[src/rtl/shift_pkg.sv]
// Shared types for the shift sequencer: shift-unit op codes and FSM states.
package shift_pkg;

  localparam int unsigned OP_W = 3;

  typedef enum logic [OP_W-1:0] {
    OP_CLR  = 3'd0,
    OP_LOAD = 3'd1,
    OP_LSR  = 3'd2,
    OP_LSL  = 3'd3,
    OP_ASR  = 3'd4,
    OP_SIN  = 3'd5,
    OP_ROR  = 3'd6,
    OP_ROL  = 3'd7
  } shop_e;

  typedef enum logic [1:0] {
    S_IDLE = 2'd0,
    S_LOAD = 2'd1,
    S_RUN  = 2'd2,
    S_DONE = 2'd3
  } seq_state_e;

  // Ops that only need the load pulse and never enter RUN.
  function automatic logic is_load_only(input shop_e op);
    return (op == OP_CLR) || (op == OP_LOAD);
  endfunction

endpackage

[src/rtl/shift_sequencer_tick_gen.sv]
// Free-running TICK_DIV divider with synchronous clear; tick_o is high on the
// last count of each period while enabled.
module tick_gen #(
  parameter int unsigned TICK_DIV = 1000
) (
  input  logic clk,
  input  logic rst,
  input  logic clr_i,
  input  logic en_i,
  output logic tick_o
);

  localparam int unsigned CW = (TICK_DIV > 1) ? $clog2(TICK_DIV) : 1;
  localparam logic [CW-1:0] TERM = CW'(TICK_DIV - 1);

  logic [CW-1:0] cnt_q;

  // Divider counter: cleared on reset or clear, wraps at TERM while enabled.
  always_ff @(posedge clk) begin
    if (rst || clr_i) begin
      cnt_q <= '0;
    end else if (en_i) begin
      cnt_q <= (cnt_q == TERM) ? '0 : cnt_q + CW'(1);
    end
  end

  assign tick_o = en_i && (cnt_q == TERM);

endmodule

[src/rtl/shift_sequencer.sv]
// Command-driven controller for the 8-bit shift unit: accepts one command,
// issues a load pulse, then paced shift pulses, then a done pulse.
// Build option SHIFT_SEQ_SINGLE_STEP_EN: adds the step port; RUN pulses are
// paced by step instead of the TICK_DIV divider.
module shift_sequencer
  import shift_pkg::*;
#(
  parameter int unsigned DATA_W   = 8,
  parameter int unsigned CNT_W    = 8,
  parameter int unsigned TICK_DIV = 1000
) (
  input  logic              clk,
  input  logic              rst,
  input  logic              cmd_valid,
  output logic              cmd_ready,
  input  logic [OP_W-1:0]   cmd_op,
  input  logic [DATA_W-1:0] cmd_data,
  input  logic [CNT_W-1:0]  cmd_count,
  input  logic              abort,
`ifdef SHIFT_SEQ_SINGLE_STEP_EN
  input  logic              step,
`endif
  output logic              sh_en,
  output logic [OP_W-1:0]   sh_ctrl,
  output logic [DATA_W-1:0] sh_din,
  output logic              busy,
  output logic              done,
  output logic [CNT_W-1:0]  steps_left
);

  seq_state_e        state_q, state_d;
  shop_e             op_q, op_d;
  logic [CNT_W-1:0]  count_q, count_d;
  logic              sh_en_q, sh_en_d;
  shop_e             sh_ctrl_q, sh_ctrl_d;
  logic [DATA_W-1:0] sh_din_q, sh_din_d;
  logic              busy_q, busy_d;
  logic              done_q, done_d;
  logic [CNT_W-1:0]  steps_q, steps_d;

  logic run_fire;   // shift pulse request while in RUN
  logic load_fire;  // first shift pulse decided already in LOAD (TICK_DIV==1)

`ifdef SHIFT_SEQ_SINGLE_STEP_EN
  assign run_fire  = step;
  assign load_fire = 1'b0;
`else
  logic tick;
  logic tick_en;

  // Divider runs from the LOAD cycle so the first shift lands TICK_DIV cycles
  // after the load pulse; the output registers add one cycle of latency, so
  // the tick is taken one cycle before the pulse becomes visible.
  assign tick_en = (state_q == S_LOAD) || (state_q == S_RUN);

  tick_gen #(
    .TICK_DIV(TICK_DIV)
  ) u_tick (
    .clk   (clk),
    .rst   (rst),
    .clr_i (!tick_en),
    .en_i  (tick_en),
    .tick_o(tick)
  );

  assign run_fire  = tick;
  assign load_fire = tick;
`endif

  assign cmd_ready = (state_q == S_IDLE) && !abort;

  // Next-state and registered-output decode for the sequencer FSM.
  always_comb begin
    state_d   = state_q;
    op_d      = op_q;
    count_d   = count_q;
    sh_en_d   = 1'b0;
    sh_ctrl_d = sh_ctrl_q;
    sh_din_d  = sh_din_q;
    done_d    = 1'b0;
    steps_d   = steps_q;

    unique case (state_q)
      S_IDLE: begin
        if (cmd_valid && cmd_ready) begin
          op_d      = shop_e'(cmd_op);
          count_d   = cmd_count;
          sh_din_d  = cmd_data;
          sh_en_d   = 1'b1;
          sh_ctrl_d = (shop_e'(cmd_op) == OP_CLR) ? OP_CLR : OP_LOAD;
          state_d   = S_LOAD;
        end
      end

      S_LOAD: begin
        if (abort) begin
          state_d = S_IDLE;
          steps_d = '0;
        end else if (is_load_only(op_q) || (count_q == '0)) begin
          state_d = S_DONE;
          done_d  = 1'b1;
        end else begin
          state_d = S_RUN;
          steps_d = count_q;
          if (load_fire) begin
            sh_en_d   = 1'b1;
            sh_ctrl_d = op_q;
            steps_d   = count_q - CNT_W'(1);
          end
        end
      end

      S_RUN: begin
        if (abort) begin
          state_d = S_IDLE;
          steps_d = '0;
        end else if (steps_q == '0) begin
          state_d = S_DONE;
          done_d  = 1'b1;
        end else if (run_fire) begin
          sh_en_d   = 1'b1;
          sh_ctrl_d = op_q;
          steps_d   = steps_q - CNT_W'(1);
        end
      end

      S_DONE: begin
        state_d = S_IDLE;
      end

      default: begin
        state_d = S_IDLE;
      end
    endcase

    busy_d = (state_d != S_IDLE);
  end

  // State and output registers with synchronous reset.
  always_ff @(posedge clk) begin
    if (rst) begin
      state_q   <= S_IDLE;
      op_q      <= OP_CLR;
      count_q   <= '0;
      sh_en_q   <= 1'b0;
      sh_ctrl_q <= OP_CLR;
      sh_din_q  <= '0;
      busy_q    <= 1'b0;
      done_q    <= 1'b0;
      steps_q   <= '0;
    end else begin
      state_q   <= state_d;
      op_q      <= op_d;
      count_q   <= count_d;
      sh_en_q   <= sh_en_d;
      sh_ctrl_q <= sh_ctrl_d;
      sh_din_q  <= sh_din_d;
      busy_q    <= busy_d;
      done_q    <= done_d;
      steps_q   <= steps_d;
    end
  end

  assign sh_en      = sh_en_q;
  assign sh_ctrl    = sh_ctrl_q;
  assign sh_din     = sh_din_q;
  assign busy       = busy_q;
  assign done       = done_q;
  assign steps_left = steps_q;

endmodule
[config.mk]
export PLATFORM = sky130hd
export DESIGN_NAME = shift_sequencer
export DESIGN_NICKNAME = d
export VERILOG_FILES = /design/src/rtl/shift_pkg.sv /design/src/rtl/shift_sequencer_tick_gen.sv /design/src/rtl/shift_sequencer.sv
export SDC_FILE = /design/constraint.sdc
export NUM_CORES = 1
export LEC_CHECK = 0
export CAP_MARGIN = 20
export CORE_MARGIN = 8
export CORE_UTILIZATION = 49
export CTS_BUF_LIST = sky130_fd_sc_hd__clkbuf_4
export DETAILED_ROUTE_END_ITERATION = 10
export HOLD_SLACK_MARGIN = 0.1
export PLACE_DENSITY_LB_ADDON = 0.1
export SLEW_MARGIN = 25
export SYNTH_ARGS = -nofsm -noshare
export SYNTH_HDL_FRONTEND = slang
export SYNTH_SLANG_ARGS = --single-unit
[constraint.sdc]
create_clock -name clk -period 2.2 [get_ports clk]
set_input_delay 0.44 -clock clk [delete_from_list [all_inputs] [get_ports clk]]
set_output_delay 0.44 -clock clk [all_outputs]
set_load 0.005 [all_outputs]
==> metrics.csv, run 1 <==
stage,metric,value,unit
cts,clk_latency,0.36,ns
sta,layout_worst_path_cycle_share,0.948,
sta,rsz0062_at_grt,false,
worst_setup_path,worstPathArrival,2.37,ns
sta,setup_tns,0,ns
global_routing,antenna_found_initial,0,
sta,skew,0.00906,ns
floorplan,die_w,86.3,microns
power,peakVddDrop,0.603,mV
worst_setup_path,cp-end-kind,flip-flop,
sta,setup_violations,0,
drt,avgRoutedWirePerCell,14.4,microns
placement,post-dp-hpwl,4720,microns
placement,place_area,3060,sq um
run_status,outcome,"complete, no violations",
worst_setup_path,crit_path_max_fanout,18,
synthesis,async_flop_share,0,
cells_and_area,diodes,0,
cells_and_area,layout-drive-gt1-share,0.154,
cells_and_area,layout_commonest_cell,nand2_1,
sta,slew_headroom,0.642,
synthesis,ys_ff_latch,45,
global_routing,grt-ovfl-total,0,
floorplan,start_util,0.509,
drt,drtAntennaViolNets,0,
power,power.density_cell_area,906,nW/um^2
synthesis,synth_compound_area_frac,0.202,
floorplan,core_area,4750,sq um
cts,clockBufferDepth,2,
synthesis,syn_inst,296,
power,power.leakage,1.14,nW
cells_and_area,regArea,901,sq um
worst_setup_path,path_class,reg2reg,
synthesis,syn_nets,328,
global_routing,grt_max_degree,29,
sta,max_slew.worst_pin.slew,0.530,ns
sta,hold_violations,0,
cells_and_area,fill_cells,426,
worst_setup_path,start_kind,flip-flop,
worst_setup_path,reg2reg_setup_slack,0.11,ns
drt,wirelength,6100,microns
job,maxCapViolCount,0,
global_routing,grtUsageTotal,0.167,
sta,timing.final.crit_period,2.09,ns
floorplan,pin_count,46,
cts,cts.sinks,45,
cts,cts_hold_buf,0,
drt,drc_errors,0,
hold_path,hp-class,reg2reg,
cts,cts_made_buffers,5,
cells_and_area,nNetsFinal,389,
global_routing,first_global_vias,2158,
floorplan,die_y,86.3,microns
synthesis,synthFlopType,dfxtp_1,
synthesis,synthAdderAreaFrac,0.0465,
synthesis,syn_area_per_cell,8.18,sq um
drt,drtIter0Drc,113,
cts,cts_root_buf,clkbuf_4,
cells_and_area,final_cell_area,3200,sq um
floorplan,die-area,7450,sq um
drt,viasPerCell,5.46,
placement,io_buffers,45,
cts,post_cts_resize_count,0,
synthesis,synth_area,2420,sq um
cells_and_area,mostFrequentLayoutCells,"nand2_1 (49), dfxtp_1 (45), clkdlybuf4s50_1 (45)",
drt,num_vias,2320,
cells_and_area,multi_input_area,1450,sq um
cells_and_area,area_delta_synth_final,32.1,%
synthesis,synth.area.mux_share,0.00827,
sta,drv_slew,0,
global_routing,grt_pass1_wl,10300,microns
cts,cts_tree,yes,
synthesis,yosys.area_share.simple,0.273,
floorplan,std_cell_rows,25,
placement,gp_congestion,0.928,
drt,dr.pass1.iters,4,
sta,max_freq,480,MHz
synthesis,synth-edff-count,0,
cts,htreeDepth,2,
synthesis,synth_xor_xnor_area_share,0.0470,
synthesis,ys_types,57,
cts,postCtsSetupBuffers,0,
synthesis,ys_seq_area_frac,0.372,
synthesis,yosys_warnings,0,
synthesis,synth_top_family_by_area,simple AND/OR/NAND/NOR gates,
worst_setup_path,critical_path_required,2.49,ns
cts,clk_pin_slew,0.14,ns
==> sequential cells by signal (all words and copies together), names as in the netlist <==
register and cells:
busy 1, count_q 8, done 1, op_q 3
sh_ctrl 3, sh_din 8, sh_en 1, state_q 2
steps_left 8, u_tick.cnt_q 10
==> worst max-delay path, cell delays in order (launching register included) <==
cell     delay (ns)
dfxtp_1        0.36
inv_1          0.06
ha_1           0.34
buf_8          0.18
inv_1          0.09
nor4_2         0.27
buf_4          0.18
mux2i_2        0.23
nand4_1        0.11
a21oi_1        0.19
==> area by class of cell <==
cell class	instances	share of cell area
Inverter	14	0.0164
Tap cell	67	0.0262
Multi-Input combinational cell	223	0.452
Timing Repair Buffer	68	0.197
Clock inverter	2	0.0121
Sequential cell	45	0.282
Clock buffer	6	0.0141
==> routing by layer <==
metal / wire (microns) / share of wire / GRT usage / vias to the layer above
met1: 2850 / 0.47 / 0.224 / 1063
li1: - / - / - / 1171
met3: 338 / 0.055 / 0.0378 / 7
met5: 0 / 0 / 0 / -
met4: 65 / 0.011 / 0.0438 / 0
met2: 2840 / 0.47 / 0.262 / 79
==> path summary, 6_finish.rpt <==
kind | cells after the start | to | from
setup / recovery | 9 | steps_left[0]$_SDFFE_PP0P_ | state_q[0]$_SDFF_PP0_
hold / removal | 2 | sh_din[4]$_SDFFE_PP0P_ | sh_din[4]$_SDFFE_PP0P_
setup reg to reg | 9 | steps_left[0]$_SDFFE_PP0P_ | state_q[0]$_SDFF_PP0_
hold reg to reg | 2 | sh_din[4]$_SDFFE_PP0P_ | sh_din[4]$_SDFFE_PP0P_
==> synth_stat cells (4+ instances only) <==
cell type	instances	area share
nor4_1	5	0.013
nor3_1	9	0.019
nor2_1	25	0.039
clkbuf_1	9	0.014
xor2_1	4	0.014
dfxtp_1	45	0.37
nand4_1	7	0.018
a21oi_1	28	0.058
nand2_1	49	0.076
nand3_1	8	0.017
inv_1	14	0.022
o21ai_0	9	0.019
ha_1	9	0.047
o21a_1	4	0.012
xnor2_1	9	0.033
==> per-stage QoR <==
stage	setup WS, ns	std cells	total power, mW	util	hold slack [ns]
5_1_grt	0.0105	425	3.09	0.673	0.478
6_report	0.115	425	2.90	0.673	0.462
3_3_place_gp	0.117	417	2.28	0.643	0.432
2_1_floorplan	0.00609	296	1.82	-	0.418
3_5_place_dp	0.0890	417	2.29	0.643	0.445
4_1_cts	0.0138	425	2.82	0.661	0.464
==> power breakdown <==
part / switching (mW) / total (mW) / internal [mW]
Combinational: 0.763 / 1.40 / 0.634
Sequential: 0.0670 / 0.976 / 0.909
Clock: 0.271 / 0.525 / 0.254
==> cell families after synthesis <==
family,Yosys count
flip-flops,45
adder cells (fa/ha/maj),9
AO/OA/AOI/OAI,70
buffers and inverters,28
multiplexers,2
XOR/XNOR,13
AND/OR/NAND/NOR,129
Note: power is estimated with default switching activity, not from simulation.
==> run 2: changes to the inputs <==
Settings changed: ABC_AREA set to 1.
==> metrics.csv, run 2 <==
stage,metric,value,unit,change
hold_path,hp-class,reg2reg,,
power,p_total,2.70,mW,-7.0%
cts,cts_made_buffers,5,,unchanged
cts,htreeDepth,2,,unchanged
global_routing,grt_max_degree,25,,-14%
placement,io_buffers,45,,unchanged
placement,place_worst_setup_slack,0.148,ns,+0.0592 ns
power,internal-power,1.55,mW,-14%
worst_setup_path,crit_chain,inv_2 -> ha_1 -> inv_1 -> nor2_2 -> inv_1 -> nand2_1 -> nand2_4 -> nand3_4 -> nand2_1 -> inv_1 -> nor2_1 -> nor2_1,,
cts,clockBufferDepth,2,,unchanged
cells_and_area,nNetsFinal,447,,+15%
cells_and_area,largest_reg_flops,10,,unchanged
cells_and_area,fin_cells,485,,+14%
drt,avgRoutedWirePerCell,12.4,microns,-13%
drt,drtIter0Drc,95,,-16%
worst_setup_path,reg2reg_setup_slack,0.31,ns,+0.19 ns
global_routing,first_global_vias,2398,,+11%
synthesis,async_flop_share,0,,unchanged
floorplan,start_util,0.501,,-0.00821
power,peakVddDrop,0.383,mV,-36%
synthesis,yosys_warnings,0,,unchanged
power,p_sw_frac,0.426,,+0.0463
sta,max_slew.worst_pin.slew,0.412,ns,-0.117 ns
floorplan,die_w,87.6,microns,+1.5%
worst_setup_path,cp-end-kind,flip-flop,,
worst_setup_path,cpMostUsedCell,inv_1,,
synthesis,yosysMostFrequentCell,nand2_1,,
cts,cts_tree,yes,,
placement,place_inst,478,,+15%
hold_path,holdPathStages,1,,-1
floorplan,core_area,5010,sq um,+5.4%
synthesis,ys_types,35,,-39%
synthesis,synth_top_area_frac,0.359,,-0.0132
floorplan,die_y,87.6,microns,+1.5%
sta,timing.final.crit_period,1.89,ns,-0.194 ns
worst_setup_path,critical_path_required,2.46,ns,-0.03 ns
global_routing,grtUsageTotal,0.167,,+0.000287
sta,layout_worst_path_cycle_share,0.860,,-0.0883
power,power.density_cell_area,873,nW/um^2,-3.7%
sta,hold_violations,0,,unchanged
sta,rsz0062_at_grt,false,,
cells_and_area,diodes,0,,unchanged
power,pwr-share-clk,0.144,,-0.037
cts,clk_pin_slew,0.13,ns,about the same
cells_and_area,layout-drive-gt1-share,0.0988,,-0.0548
synthesis,synth_area,2510,sq um,+3.7%
cells_and_area,regMostFlops,u_tick.cnt_q,,
drt,drc_errors,0,,unchanged
placement,gp_congestion,0.848,,-8.6%
synthesis,syn_nets,399,,+22%
power,seq_power_share,0.376,,+0.039
worst_setup_path,worstReg2RegEnd,steps_left[0]$_SDFFE_PP0P_,,
worst_setup_path,rr_worst_depth,12,,+3
global_routing,grt-ovfl-total,0,,unchanged
cts,cts.sinks,45,,unchanged
cells_and_area,area_delta_synth_final,23.1,%,
synthesis,syn_area_per_cell,6.84,sq um,-16%
worst_setup_path,cp_slowest_cell,dfxtp_1,,
sta,max_freq,529,MHz,+10%
cts,cts_root_buf,clkbuf_4,,
floorplan,pin_count,46,,unchanged
worst_setup_path,worstPathArrival,2.15,ns,-0.22 ns
worst_setup_path,r2r_start,state_q[0]$_SDFF_PP0_,,
power,power.leakage,1.29,nW,+13%
worst_setup_path,path_class,reg2reg,,
synthesis,ys_ff_latch,45,,unchanged
cts,cts_hold_buf,0,,unchanged
global_routing,grt_pass1_wl,10300,microns,+0.47%
synthesis,syn_inst,367,,+24%
floorplan,die-area,7670,sq um,+3.0%
placement,post-dp-hpwl,4690,microns,-0.46%
cts,clk_latency,0.36,ns,about the same
sta,setup_violations,0,,unchanged
synthesis,ys_top_cells_by_area,"dfxtp_1 (36%), nand2_1 (13%), a21oi_1 (7.6%)",,
sta,slew_headroom,0.725,,+0.0827
drt,dr.pass1.iters,4,,unchanged
power,combPwrFrac,0.479,,-0.003
synthesis,synthFlopType,dfxtp_1,,
drt,wirelength,6030,microns,-1.1%
synthesis,yosys.area.top_type,dfxtp_1,,
synthesis,synth-edff-count,0,,unchanged
floorplan,std_cell_rows,26,,+4.0%
job,maxCapViolCount,0,,unchanged
power,p_switching,1.15,mW,+4.3%
sta,setup_tns,0,ns,unchanged
drt,viasPerCell,5.05,,-7.5%
worst_setup_path,start_kind,flip-flop,,
run_status,outcome,"complete, no violations",,
worst_setup_path,cp-startpoint,state_q[0]$_SDFF_PP0_,,
cells_and_area,layout_commonest_cell,nand2_1,,
drt,num_vias,2449,,+5.6%
hold_path,min-delay-start,u_tick.cnt_q[0]$_SDFFE_PP0N_,,
sta,drv_slew,0,,unchanged
synthesis,synthTopCellsByCount,"nand2_1 (86), dfxtp_1 (45), inv_1 (45), nor2_1 (39), a21oi_1 (38)",,
worst_setup_path,crit_path_max_fanout,15,,-3
sta,worst_slack,0.309,ns,+0.194 ns
global_routing,antenna_found_initial,0,,unchanged
hold_path,min_to,u_tick.cnt_q[0]$_SDFFE_PP0N_,,
sta,skew,0.00836,ns,-0.000693 ns
cells_and_area,mostFrequentLayoutCells,"nand2_1 (86), inv_1 (44), dfxtp_1 (44), clkdlybuf4s50_1 (44), nor2_1 (39)",,
worst_setup_path,slowest_delay,0.42,ns,+0.06 ns
drt,drtAntennaViolNets,0,,unchanged
synthesis,ys_seq_area_frac,0.359,,-0.0132
## run 2: cell count changes after synthesis, sizes merged, moves of 4 or more
| cell | before | now |
|---|---|---|
| nor2 | 25 | 47 |
| a21oi | 28 | 41 |
| xnor2 | 9 | 1 |
| o21ai | 11 | 26 |
| inv | 14 | 49 |
| nand2 | 50 | 92 |
| buf | 3 | 8 |
| clkbuf | 10 | 2 |
| o31ai | 4 | 0 |
| nand3 | 8 | 26 |
| nor4 | 6 | 1 |
| nor3 | 10 | 6 |
## run 2: area by class of cell
type                    count  area, sq um
inverters                  50          188
repair buffers             51          498
fillers                   482         1920
multi-input cells         262         1370
clock inverters             2         11.3
clock buffers               5         37.5
well taps                  70         87.6
flip-flops and latches     45          902
## run 2: power groups by stage
stage               sequential [mW]  clock [mW]  combinational (mW)
floorplan                      1.02           0               0.937
global placement               1.03           0                1.27
detailed placement             1.03           0                1.29
CTS                            1.01       0.402                1.29
global route                   1.03       0.442                1.46
finish                         1.01       0.389                1.29
## run 2: how the worst max path moves through the flow
stage	end
after floorplan	u_tick.cnt_q[9]$_SDFFE_PP0N_
after global placement	sh_en$_SDFF_PP0_
after detailed placement	sh_en$_SDFF_PP0_
after CTS	cmd_ready
after global routing	u_tick.cnt_q[9]$_SDFFE_PP0N_
final	steps_left[0]$_SDFFE_PP0P_
## run 2: layer usage
layer / vias to the layer above / part of all wire / track usage / routed length (microns)
met4: 0 / 0.033 / 0.0891 / 197
met1: 1094 / 0.44 / 0.191 / 2660
met2: 72 / 0.45 / 0.277 / 2730
li1: 1269 / - / - / -
met5: - / 0 / 0 / 0
met3: 14 / 0.074 / 0.0488 / 444
## run 2: cells by family after synthesis
kind of cell / synth area share
and+or+nand+nor: 0.336
AOI/OAI and AO/OA: 0.148
buffers and inverters: 0.0982
DFF: 0.359
adders and majority gates: 0.0449
xor gates and xnor gates: 0.0140
## run 2: worst max-delay path: cells and delay by family, from the launching register on
kind / cells / cell delay, ns
buffers and inverters: 4 / 0.34
flip-flops: 1 / 0.42
AND/OR/NAND/NOR: 7 / 0.69
adder cells (fa/ha/maj): 1 / 0.35
## run 2: what timing repair did
item | 4_1_cts | 5_1_grt
endpoints found under the setup margin | 0 | 4
resized for setup | 0 | 4
setup buffers | 0 | 0
## run 2: metrics by stage
step	area (sq um)	hold slack, ns	util
global placement	3030	0.433	0.606
detailed placement	3030	0.446	0.606
floorplan	2510	0.418	-
finish	3090	0.466	0.617
global route	3090	0.489	0.617
CTS	3080	0.468	0.615
